**config.mk**
```make
export PLATFORM = sky130hd
export DESIGN_NAME = radix4_seq_multiplier
export DESIGN_NICKNAME = d
export VERILOG_FILES = /design/src/rtl/radix4_seq_multiplier.sv
export SDC_FILE = /design/constraint.sdc
export NUM_CORES = 1
export LEC_CHECK = 0
export CAP_MARGIN = 20
export CELL_PAD_IN_SITES_DETAIL_PLACEMENT = 0
export CELL_PAD_IN_SITES_GLOBAL_PLACEMENT = 1
export CORE_MARGIN = 4
export CORE_UTILIZATION = 47
export DETAILED_ROUTE_END_ITERATION = 12
export PLACE_DENSITY_LB_ADDON = 0.25
export SETUP_SLACK_MARGIN = 0.1
export SLEW_MARGIN = 30
export SYNTH_ARGS = -nofsm -noshare
export SYNTH_HDL_FRONTEND = slang
export SYNTH_SLANG_ARGS = --single-unit
```
**constraint.sdc**
```tcl
create_clock -name clk -period 7.2 [get_ports clk]
set_clock_uncertainty 0.2 [all_clocks]
set_input_delay 2.16 -clock clk [delete_from_list [all_inputs] [get_ports clk]]
set_output_delay 2.16 -clock clk [all_outputs]
set_load 0.01 [all_outputs]
```
**src/rtl/radix4_seq_multiplier.sv**
```systemverilog
// Iterative radix-4 (modified Booth) multiplier: retires one Booth digit per clock.
// A start/busy/done handshake surrounds it; signed or unsigned operation is chosen per request.
module radix4_seq_multiplier #(
    parameter int WIDTH = 16
) (
    input  logic                 clk,
    input  logic                 reset,
    input  logic                 start,
    input  logic                 signed_mode,
    input  logic [WIDTH-1:0]     x,
    input  logic [WIDTH-1:0]     y,
    output logic                 busy,
    output logic                 done,
    output logic [2*WIDTH-1:0]   out
);

    localparam int ITER  = WIDTH / 2 + 1;
    localparam int EXT_W = WIDTH + 2;
    localparam int ACC_W = 2 * WIDTH + 4;
    localparam int MPL_W = EXT_W + 1;
    localparam int CNT_W = $clog2(ITER + 1);

    typedef enum logic [1:0] {
        S_IDLE = 2'd0,
        S_RUN  = 2'd1,
        S_DONE = 2'd2
    } state_t;

    state_t               state_q, state_d;
    logic [CNT_W-1:0]     cnt_q, cnt_d;
    logic [ACC_W-1:0]     acc_q, acc_d;
    logic [ACC_W-1:0]     mcand_q, mcand_d;
    logic [MPL_W-1:0]     mplier_q, mplier_d;
    logic [2*WIDTH-1:0]   out_q, out_d;

    logic [EXT_W-1:0]     x_ext, y_ext;
    logic [ACC_W-1:0]     mcand2, pp, acc_sum;
    logic                 unused_acc_top;

    // Both operands are widened by two bits so an unsigned value is never mistaken for a negative one.
    always_comb begin
        x_ext = signed_mode ? {{2{x[WIDTH-1]}}, x} : {2'b00, x};
        y_ext = signed_mode ? {{2{y[WIDTH-1]}}, y} : {2'b00, y};
    end

    // The multiplicand register is pre-shifted by two bits per digit, so the partial product needs no shifter.
    always_comb begin
        mcand2 = {mcand_q[ACC_W-2:0], 1'b0};
        pp     = '0;
        case (mplier_q[2:0])
            3'b001, 3'b010: pp = mcand_q;
            3'b011:         pp = mcand2;
            3'b100:         pp = ~mcand2 + 1'b1;
            3'b101, 3'b110: pp = ~mcand_q + 1'b1;
            default:        pp = '0;
        endcase
        acc_sum = acc_q + pp;
    end

    assign unused_acc_top = ^acc_sum[ACC_W-1:2*WIDTH];

    always_comb begin
        state_d  = state_q;
        cnt_d    = cnt_q;
        acc_d    = acc_q;
        mcand_d  = mcand_q;
        mplier_d = mplier_q;
        out_d    = out_q;

        case (state_q)
            S_RUN: begin
                acc_d    = acc_sum;
                mcand_d  = {mcand_q[ACC_W-3:0], 2'b00};
                mplier_d = {{2{mplier_q[MPL_W-1]}}, mplier_q[MPL_W-1:2]};
                cnt_d    = cnt_q + 1'b1;
                if (cnt_q == CNT_W'(ITER - 1)) begin
                    state_d = S_DONE;
                    out_d   = acc_sum[2*WIDTH-1:0];
                end
            end
            S_DONE: begin
                state_d = S_IDLE;
            end
            default: begin
                state_d = S_IDLE;
            end
        endcase

        // Requests are honoured only when no operation is in flight (IDLE, or the DONE cycle).
        if ((state_q != S_RUN) && start) begin
            state_d  = S_RUN;
            cnt_d    = '0;
            acc_d    = '0;
            mcand_d  = {{(ACC_W - EXT_W){x_ext[EXT_W-1]}}, x_ext};
            mplier_d = {y_ext, 1'b0};
        end
    end

    always_ff @(posedge clk) begin
        if (reset) begin
            state_q  <= S_IDLE;
            cnt_q    <= '0;
            acc_q    <= '0;
            mcand_q  <= '0;
            mplier_q <= '0;
            out_q    <= '0;
        end else begin
            state_q  <= state_d;
            cnt_q    <= cnt_d;
            acc_q    <= acc_d;
            mcand_q  <= mcand_d;
            mplier_q <= mplier_d;
            out_q    <= out_d;
        end
    end

    assign busy = (state_q == S_RUN);
    assign done = (state_q == S_DONE);
    assign out  = out_q;

endmodule
```
=== Word-level counts from Yosys, hierarchy flattened ===
Index checks and enable logic that the tools add are counted.
W data, S select, Z words.

* Flip-flop bits (word level): 129
* Bits of input ports: 36
* Output and inout port bits: 34
* Logic and storage cells: 44

* $add $sub $neg: 4
* Equality and inequality tests: 11
* Muxes and demuxes: 10
* Bitwise gates (word level): 3
* Reductions and logical operators: 7

{| class="wikitable"
|+ Operator list
! kind !! number
|-
| $pmux W36 S4 || 1
|-
| $add A36 B1 Y36 const B || 2
|-
| $mux W36 || 2
|-
| $not A36 Y36 || 2
|-
| $mux W18 || 3
|-
| $add A36 B36 Y36 || 1
|-
| $mux W19 || 1
|-
| $eq A3 B3 Y1 const B || 3
|-
| $eq A3 B2 Y1 const B || 2
|-
| $reduce_or A2 Y1 || 3
|-
| $add A4 B1 Y4 const B || 1
|-
| $eq A4 B4 Y1 const B || 1
|-
| $eq A3 B1 Y1 const B || 1
|-
| $mux W1 || 3
|-
| $ne A3 B1 Y1 const B || 1
|-
| $reduce_or A3 Y1 || 1
|-
| $eq A2 B1 Y1 const B || 1
|-
| $eq A2 B2 Y1 const B || 1
|-
| $ne A2 B1 Y1 const B || 1
|-
| $reduce_and A2 Y1 || 1
|-
| $reduce_bool A2 Y1 || 1
|-
| $logic_and A1 B1 Y1 || 1
|-
| $not A1 Y1 || 1
|}

=== Depth between registers and ports, before layout ===
Gate-level depths: netlist of run 1.

* Depth in word-level cells: 4
* Gate-level depth with buffers: 21
* Mapped depth without buffers: 20

=== Worst setup path before layout of run 1 ===
Ideal clock, no wire load.

* Path kind: register to register
* Start: register mcand_q[3]
* End: register acc_q[29]
* Library setup time: 0.133 ns
* Data arrival time: 4.318 ns
* Required time: 6.867 ns
* Path slack: 2.549 ns
* Cell stages (with the launch flop): 19
* Buffers on the path: 1
* Period minus slack after synthesis: 4.651 ns
* Path through: dfxtp_1 -> clkbuf_1 -> or3_4 -> or2_2 -> nor3_1 -> nand2_1 -> nand2_1 -> xnor2_1 -> a221oi_1 -> a21oi_1 -> ha_1 -> and2_1 -> a32o_1 -> or2_2 -> a21oi_1 -> a31oi_1 -> o41ai_1 -> mux2i_1 -> a31oi_1

* Word-level cells in the longest chain between the ends: 4
* Elaborated cells on any way between the ends: 6
* Classes of those cells: 3 x add/sub; 1 x mux; 2 x bitwise

{| class="wikitable"
|+ Ends and longest elaborated chain
! item !! RTL line !! RTL
|-
| start: declaration || 32 || <nowiki>logic [ACC_W-1:0] mcand_q, mcand_d;</nowiki>
|-
| start signal: assignment || 111 || <nowiki>mcand_q <= mcand_d;</nowiki>
|-
| $not A36 Y36 (on tied branches) || 54, 53 ||
|-
| $add A36 B1 Y36 (on tied branches) || 54, 53 ||
|-
| $pmux W36 S4 (*) || 50 || <nowiki>case (mplier_q[2:0])</nowiki>
|-
| $add A36 B36 Y36 (*) || 57 || <nowiki>acc_sum = acc_q + pp;</nowiki>
|-
| end signal: assignment || 103 || <nowiki>acc_q <= '0;</nowiki>
|-
| end signal: assignment || 110 || <nowiki>acc_q <= acc_d;</nowiki>
|-
| end: declaration || 31 || <nowiki>logic [ACC_W-1:0] acc_q, acc_d;</nowiki>
|}

Mark *: on every way between the ends. The rest lies on a longest branch, timed or not.
A chain may end at the register's enable or synchronous reset.

=== Worst setup path in the final report of run 1 ===
* Start: register mcand_q[2]
* End: register acc_q[29]

Same word-level chain as after synthesis.

==> results of run 1 <==
cells in the mapped netlist (14+ instances only):
cell	count
xor2_1	27
o21ai_0	51
nor2_1	96
nand2_1	159
nand3_1	24
clkbuf_1	82
inv_1	15
nor3_1	18
a31oi_1	17
xnor2_1	47
a221oi_1	20
a21o_1	14
ha_1	34
a211oi_1	45
mux2i_1	40
a22oi_1	14
dfxtp_1	121
a21oi_1	106
logic make-up after synthesis:
logic type | Yosys count | share of synthesized area, %
xor gates and xnor gates | 75 | 8.102
and+or+nand+nor | 377 | 21.25
adders and majority gates | 35 | 5.432
AOI/OAI and AO/OA | 318 | 24.76
buffers and inverters | 115 | 5.432
muxes | 44 | 5.477
DFF | 121 | 29.54
worst register-to-register path: cells and delay by family (launching register included):
family | cells | cell delay [ps]
AOI/OAI and AO/OA | 9 | 2140
and+or+nand+nor | 4 | 1550
DFF | 1 | 410
muxes | 2 | 350
adders and majority gates | 1 | 350
xor gates and xnor gates | 1 | 220
metal layers:
| layer | vias up | part of all wire [%] |
|---|---|---|
| li1 | 3905 | - |
| met3 | 31 | 4.5 |
| met5 | - | 0 |
| met1 | 3743 | 50 |
| met2 | 214 | 44 |
| met4 | 0 | 1.9 |
through the flow:
step	total power, W	area (sq um)	hold slack (ps)
2_1_floorplan	0.001113	8200	236.2
3_3_place_gp	0.001238	8902	244.3
3_5_place_dp	0.001240	8906	249.0
4_1_cts	0.002257	9595	258.2
5_1_grt	0.002348	9595	275.8
6_report	0.002246	9595	257.8
final cells by class:
| cell class | instances | area, sq um | share of cell area (%) |
|---|---|---|---|
| Multi-Input combinational cell | 849 | 5353 | 55.78 |
| Sequential cell | 121 | 2422 | 25.24 |
| Clock buffer | 19 | 452.9 | 4.720 |
| Timing Repair Buffer | 83 | 785.8 | 8.189 |
| Inverter | 17 | 63.81 | 0.6650 |
| Clock inverter | 13 | 236.5 | 2.464 |
| Tap cell | 225 | 281.5 | 2.934 |
flip-flops by register name, summed over array words and instances (netlist names):
register / flops
cnt_q: 4
out: 32
state_q: 2
mcand_q: 32
mplier_q: 19
acc_q: 32
power by group through the flow:
| stage | registers [W] | logic (W) | clock network [W] |
|---|---|---|---|
| global placement | 0.000764 | 0.000474 | 0 |
| detailed placement | 0.000764 | 0.000476 | 0 |
| CTS | 0.000750 | 0.000480 | 0.00103 |
| finish | 0.000751 | 0.000483 | 0.00101 |
| global route | 0.000756 | 0.000536 | 0.00106 |
| floorplan | 0.000730 | 0.000382 | 0 |
final timing paths:
path / start / to / slack (ps) / cells after the start
worst max-delay path: mcand_q[2] / acc_q[29] / 1850 / 17
worst min-delay path: out[6] / out[6] / 260 / 2
worst max register to register: mcand_q[2] / acc_q[29] / 1850 / 17
worst min register to register: out[6] / out[6] / 260 / 2
==> impl_metrics.toml, run 1 <==
[clock_tree]
postCtsSetupBuffers = 0
cts_tree = "built"
clock_sinks = 121
cts_resized = 0
cts.htree.levels = 4
clockBufferDepth = 2
cts-root-buf = "clkbuf_16"
clock_latency_ps = 430
cts_hold_buf = 0
cts_buffers = 17
path_clk_slew_ps = 60

[yosys]
syn_nets = 1156
async_reset_ff_share_pct = 0
yosysTopAreaCellShare_pct = 29.54
ys_seq_area_share_pct = 29.54
synth_ff_type = "dfxtp_1"
synth-seq-cells = 121
yosysUniqueCellTypes = 64
synth_edf_count = 0
netlist_area_sq_mm = 0.008200
synth_warnings = 0
syn_avg_cell_area_sq_um = 7.558
synthTopCellsByArea = "dfxtp_1 (30%), nand2_1 (7.3%), a21oi_1 (6.5%)"
yosysTopAreaCell = "dfxtp_1"
synthCells = 1085

[final_layout]
fin_nets = 1160
layout_common_cells = "nand2_1 (159), dfxtp_1 (121), a21oi_1 (105)"
area_delta_synth_final_pct = 17.01
diodes = 0
utilization_pct = 55.86
fin_cells = 1327
fill_cells = 1679
drive_gt1_share_pct = 6.534
layout_commonest_cell = "nand2_1"

[critical_path]
startpoint_type = "flop"
critical_path_buf_inv_count = 0
cp_slowest_cell = "o41ai_1"
arrival_ps = 5420
crit_family = "compound AO/OA/AOI/OAI gates"
path_cells = "or3_4 -> or2_2 -> or3_1 -> or3_1 -> xor2_1 -> mux2i_1 -> o21ai_0 -> ha_1 -> a21oi_1 -> o21ai_0 -> a21oi_1 -> o211ai_1 -> a21oi_1 -> a31oi_1 -> o41ai_1 -> mux2i_1 -> a31oi_1"
end_kind = "flop"
critical_path.max_fanout = 9
cp_common_cell = "a21oi_1"
worst_ep_required_time_ps = 7270
criticalPathCategory = "reg2reg"
slowest_delay_ps = 610

[global_routing]
grtUsageMet3_pct = 4.370
met1_usage_pct = 35.87
use_met2_pct = 38.36
gr-max-usage-layer = "met2"
grt_pass1_wl_mm = 39.91
grt_pass1_vias = 7429
overflow = 0
antenna_found_initial = 0
grt_max_degree = 81
track_usage_pct = 24.98

[die]
die_w_um = 140.1
start_util_pct = 47.74
rows = 48
die_y_um = 140.1
die_area_sq_mm = 0.01963
io_pins = 70
core_area_sq_mm = 0.01718

[pwr]
intPower_w = 0.001564
pwr-share-seq_pct = 33.4
power.density_mw_per_mm2 = 234.0
sw_frac_of_total_pct = 30.35
p_sw_w = 0.0006817
power_frac_comb_pct = 21.5
leakagePower_nw = 3.636
irDropWorstVdd_uv = 170.5
p_clk_share_pct = 45.1

[flow_run]
drv_cap = 0

[detailed_routing]
vias = 7893
firstDrtPassIters = 5
drt_iter0_drc = 596
drc = 0
wl_per_cell_um = 18.22
viasPerCell = 5.948
postRouteAntennaNets = 0
drt_wl_total_mm = 24.18

[sta]
finalSetupViolations = 0
tns_ps = 0
maxSlewHeadroom_pct = 38.61
finalCriticalPeriod_ps = 5351
drv_slew = 0
fmax_ghz = 0.1869
rsz0062_at_grt = "false"
setup_ws_ps = 1849
post-route-period-util_pct = 74.32
hold_viol_final = 0
worst_pin_slew_ps = 920.8

[placed_design]
numPortBuffers = 69
placed_cells = 1295
dp_hpwl_mm = 16.51
dp_slack_ps = 1862
globalplace.congestion = 0.9088

[run_status]
status = "finished clean"

[worst_hold_path]
hp-class = "reg2reg"
Note: power is estimated with default switching activity, not from simulation.
==> inputs of run 2 (changes only) <==
--- a/config.mk
+++ b/config.mk
@@ -9,7 +9,7 @@
 export CELL_PAD_IN_SITES_DETAIL_PLACEMENT = 0
 export CELL_PAD_IN_SITES_GLOBAL_PLACEMENT = 1
 export CORE_MARGIN = 4
-export CORE_UTILIZATION = 47
+export CORE_UTILIZATION = 39
 export DETAILED_ROUTE_END_ITERATION = 12
 export PLACE_DENSITY_LB_ADDON = 0.25
 export SETUP_SLACK_MARGIN = 0.1
==> constraint.sdc (replaced) <==
create_clock -name clk -period 4.5 [get_ports clk]
set_clock_uncertainty 0.2 [all_clocks]
set_input_delay 1.35 -clock clk [delete_from_list [all_inputs] [get_ports clk]]
set_output_delay 1.35 -clock clk [all_outputs]
set_load 0.01 [all_outputs]
==> impl_metrics.toml, run 2 (synthesis gave the netlist of run 1 again) <==
[run_status]
status = "finished clean"

[critical_path]
arrival_ps = 4630
slowest_delay_ps = 400
criticalPathCategory = "reg2reg"
reg2reg_slack_ps = 6
path_cells = "or3_4 -> or2_4 -> or3_4 -> or3_4 -> xor2_2 -> a221oi_2 -> a21oi_1 -> ha_1 -> a211oi_2 -> nand2_1 -> o2111ai_2 -> nand3_2 -> o31ai_4 -> nand4_1 -> nor3b_2 -> o31ai_1"
critical_path_buf_inv_count = 0
cp_common_cell = "or3_4"
worst_ep_required_time_ps = 4630
cp_slowest_cell = "or3_4"
crit_family = "simple AND/OR/NAND/NOR gates"
critical_path.max_fanout = 4
startpoint_type = "flop"
end_kind = "flop"

[placed_design]
placed_cells = 1438
numPortBuffers = 69
dp_slack_ps = -118.1
dp_hpwl_mm = 18.42
post_dp_cell_area_sq_mm = 0.009756
globalplace.congestion = 0.9176

[global_routing]
overflow = 0
grt_pass1_wl_mm = 42.08
grt_pass1_vias = 7854
track_usage_pct = 21.85
grt_max_degree = 86
antenna_found_initial = 0

[sta]
maxSlewHeadroom_pct = 38.95
finalSetupViolations = 0
rsz0062_at_grt = "true"
setup_ws_ps = 6.095
fmax_ghz = 0.2225
hold_viol_final = 0
worst_pin_slew_ps = 915.8
finalCriticalPeriod_ps = 4494
post-route-period-util_pct = 99.86
drv_slew = 0
tns_ps = 0
fin_hold_ws_ps = 252.8

[clock_tree]
clock_latency_ps = 420
cts.htree.levels = 4
cts-root-buf = "clkbuf_16"
clockBufferDepth = 2
clock_sinks = 121
cts_buffers = 17
cts_tree = "built"
path_clk_slew_ps = 60

[die]
start_util_pct = 40.14
io_pins = 70
die_area_sq_mm = 0.02341
die_y_um = 153.0
rows = 52
die_w_um = 153.0
core_area_sq_mm = 0.02043

[detailed_routing]
vias = 8283
firstDrtPassIters = 5
postRouteAntennaNets = 0
wl_per_cell_um = 17.54
viasPerCell = 5.537
drt_iter0_drc = 394
drt_wl_total_mm = 26.24
drc = 0

[final_layout]
layout_common_cells = "nand2_1 (151), buf_4 (134), dfxtp_1 (118)"
fin_cells = 1496
drive_gt1_share_pct = 23.57
fill_cells = 1974
stdcell_area_sq_mm = 0.01109
layout_commonest_cell = "nand2_1"
fin_nets = 1286
regArea_sq_mm = 0.002426
multi_input_area_sq_mm = 0.005942
area_delta_synth_final_pct = 35.21
diodes = 0

[pwr]
irDropWorstVdd_uv = 273.6
power.density_mw_per_mm2 = 325.2
leakagePower_nw = 4.298

[flow_run]
drv_cap = 0

[worst_hold_path]
hp-class = "reg2reg"
[run 2: changes by cell type in the layout (fill, tap and decap cells not counted), sizes merged]
cell,previous run,this run
buf,16,142
clkinvlp,1,3
clkinv,4,5
bufinv,6,2
clkbuf,19,22
inv,19,15
[run 2: timing repair]
item / in CTS / in global routing
hold buffers: 0 / 0
gates resized for setup: 30 / 99
setup buffers: 15 / 17
setup endpoints to repair: 26 / 41
pin swaps: 26 / 60
[run 2: report_power, final]
part / leakage, nW / internal [W] / total (W) / switching (W)
clock: 0.268 / 0.000834 / 0.00133 / 0.000499
combinational: 3.04 / 0.000503 / 0.00110 / 0.000594
sequential: 0.989 / 0.00113 / 0.00118 / 0.0000518
[run 2: worst reg2reg max path, stage by stage, from the launching register on]
cell and delay [ps]:
dfxtp_2 320, or3_4 400, or2_4 250, or3_4 340, or3_4 340, xor2_2 170
a221oi_2 240, a21oi_1 90, ha_1 360, a211oi_2 230, nand2_1 130, o2111ai_2 270
nand3_2 170, o31ai_4 370, nand4_1 120, nor3b_2 170, o31ai_1 230
[run 2: final timing paths]
kind / from / to / cells past startpoint
worst max-delay path: mcand_q[3] / out[28] / 16
worst min-delay path: out[10] / out[10] / 2
worst min register to register: out[10] / out[10] / 2
worst max register to register: mcand_q[3] / out[28] / 16
[run 2: final cells by class]
| type | instances | area share [%] |
|---|---|---|
| Inverter | 17 | 0.5981 |
| Clock buffer | 22 | 4.186 |
| Tap cell | 270 | 3.047 |
| Sequential cell | 121 | 21.88 |
| Timing Repair Buffer | 209 | 15.82 |
| Multi-Input combinational cell | 849 | 53.59 |
| Clock inverter | 8 | 0.8802 |
[run 2: per-stage QoR]
| step | power, W | utilization [%] |
|---|---|---|
| finish | 0.003606 | 54.27 |
| detailed placement | 0.002115 | 47.75 |
| global route | 0.003791 | 54.27 |
| CTS | 0.003517 | 51.71 |
| floorplan | 0.001784 | - |
| global placement | 0.002114 | 47.75 |
[run 2: metal layers]
layer	track usage (%)	routed length, um	vias to the layer above
li1	-	-	4144
met1	30.70	12500	3933
met2	35.05	12210	170
met3	3.364	972	36
met4	5.940	556	0
met5	0	0	-
==> inputs of run 3 (changes only) <==
--- a/config.mk
+++ b/config.mk
@@ -8,6 +8,7 @@
 export CAP_MARGIN = 20
 export CELL_PAD_IN_SITES_DETAIL_PLACEMENT = 0
 export CELL_PAD_IN_SITES_GLOBAL_PLACEMENT = 1
+export CORE_ASPECT_RATIO = 1.2
 export CORE_MARGIN = 4
 export CORE_UTILIZATION = 39
 export DETAILED_ROUTE_END_ITERATION = 12
==> impl_metrics.toml, run 3 (synthesis gave the netlist of run 1 again) <==
[run_status]
status = "finished clean"

[final_layout]
area_delta_synth_final_pct = 34.70
regArea_sq_mm = 0.002427
layout_commonest_cell = "nand2_1"
utilization_pct = 53.96
multi_input_area_sq_mm = 0.005967
diodes = 0
layout_common_cells = "nand2_1 (152), dfxtp_1 (117), buf_4 (110)"
fill_cells = 1940
fin_cells = 1472
drive_gt1_share_pct = 22.62
fin_nets = 1265

[worst_hold_path]
min_from = "out[4]"
hp-class = "reg2reg"

[global_routing]
met1_usage_pct = 30.27
overflow = 0
grt_max_degree = 72
grtUsageMet3_pct = 3.585
antenna_found_initial = 0
gr-max-usage-layer = "met2"
grt_pass1_wl_mm = 42.76
track_usage_pct = 22.40
use_met2_pct = 37.35
grt_pass1_vias = 7893

[placed_design]
globalplace.congestion = 0.8972
placed_cells = 1421
dp_hpwl_mm = 18.40
numPortBuffers = 69

[pwr]
irDropWorstVdd_uv = 269.8
power.density_mw_per_mm2 = 338.5
total_power_w = 0.003739
leakagePower_nw = 4.282

[critical_path]
end_kind = "flop"
worst_ep_required_time_ps = 4600
critical_path.startpoint = "mcand_q[10]"
arrival_ps = 4600
rr_startpoint = "mcand_q[10]"
startpoint_type = "flop"
criticalPathCategory = "reg2reg"
critical_path.max_fanout = 4

[clock_tree]
cts_buffers = 17
cts.htree.levels = 4
clock_sinks = 121
path_clk_slew_ps = 60
cts-root-buf = "clkbuf_16"
clock_latency_ps = 430
clockBufferDepth = 2
cts_hold_buf = 0
cts_tree = "built"

[detailed_routing]
drt_iter0_drc = 549
viasPerCell = 5.639
postRouteAntennaNets = 0
wl_per_cell_um = 18.24
vias = 8300
drt_wl_total_mm = 26.85
drc = 0
firstDrtPassIters = 5

[die]
die_w_um = 140.4
core_area_sq_mm = 0.02047
rows = 57
die_y_um = 166.8
die_area_sq_mm = 0.02342
start_util_pct = 40.06
io_pins = 70

[sta]
rsz0062_at_grt = "true"
finalSetupViolations = 0
fmax_ghz = 0.2223
hold_viol_final = 0
maxSlewHeadroom_pct = 39.72
finalCriticalPeriod_ps = 4498
drv_slew = 0
post-route-period-util_pct = 99.95
worst_pin_slew_ps = 904.1

[flow_run]
drv_cap = 0
-- run 3: changes by cell type in the layout (fill, tap and decap cells not counted), sizes merged --
| cell | delta |
|---|---|
| buf | -21 |
| bufinv | +1 |
| clkbuf | -5 |
| clkinv | -2 |
| clkinvlp | -1 |
| inv | +9 |
-- run 3: report_power, final --
part / internal, W / switching (W)
Sequential: 0.00112 / 0.0000524
Combinational: 0.000469 / 0.000592
Clock: 0.000898 / 0.000602
Total: 0.00249 / 0.00125
-- run 3: what timing repair did --
item | in CTS | in global routing
setup endpoints to repair | 30 | 38
setup buffers | 10 | 10
pin swaps | 39 | 56
gates resized for setup | 48 | 82
-- run 3: final cells by class --
type	count	area share, %
Clock buffer	17	3.851
Clock inverter	15	1.858
Inverter	17	0.5777
Multi-Input combinational cell	849	54.02
Sequential cell	121	21.98
Tap cell	265	3.002
Timing Repair Buffer	188	14.71
-- run 3: layer usage --
| metal | up-vias | share of wire (%) |
|---|---|---|
| li1 | 4097 | - |
| met1 | 4002 | 46 |
| met5 | - | 0 |
| met4 | 0 | 1.1 |
| met2 | 178 | 49 |
| met3 | 23 | 3.5 |
-- run 3: path summary, 6_finish.rpt --
kind / cells after the start / slack [ps] / end
hold / removal: 2 / 250 / out[4]
setup reg to reg: 19 / 2 / acc_q[30]
hold reg to reg: 2 / 250 / out[4]
setup / recovery: 19 / 2 / acc_q[30]
-- run 3: worst max-delay path, cell delays in order (launching register included) --
cell and delay [ps]:
dfxtp_2 320, or4_4 550, nor4_4 280, buf_4 180, nand2_4 60, nand2_4 90, xnor2_4 80, a221oi_2 290
a31oi_2 70, buf_4 170, ha_4 170, a211oi_2 210, o21bai_1 110, or3_1 330, a221oi_2 270, nand3_2 170
o31ai_4 350, a21o_1 220, a2111oi_2 70, nand3b_1 190
-- run 3: stage by stage --
stage	TNS (ps)	worst slack (ps)	hold WS (ps)	area (sq um)
4_1_cts	-4.305	-4.305	257.4	10580
5_1_grt	-2363	-201.4	270.1	11050
3_5_place_dp	-965.6	-127.1	250.1	9689
2_1_floorplan	0	126.4	236.2	8264
6_report	0	2.057	254.0	11050
3_3_place_gp	-344.5	-63.63	245.6	9684
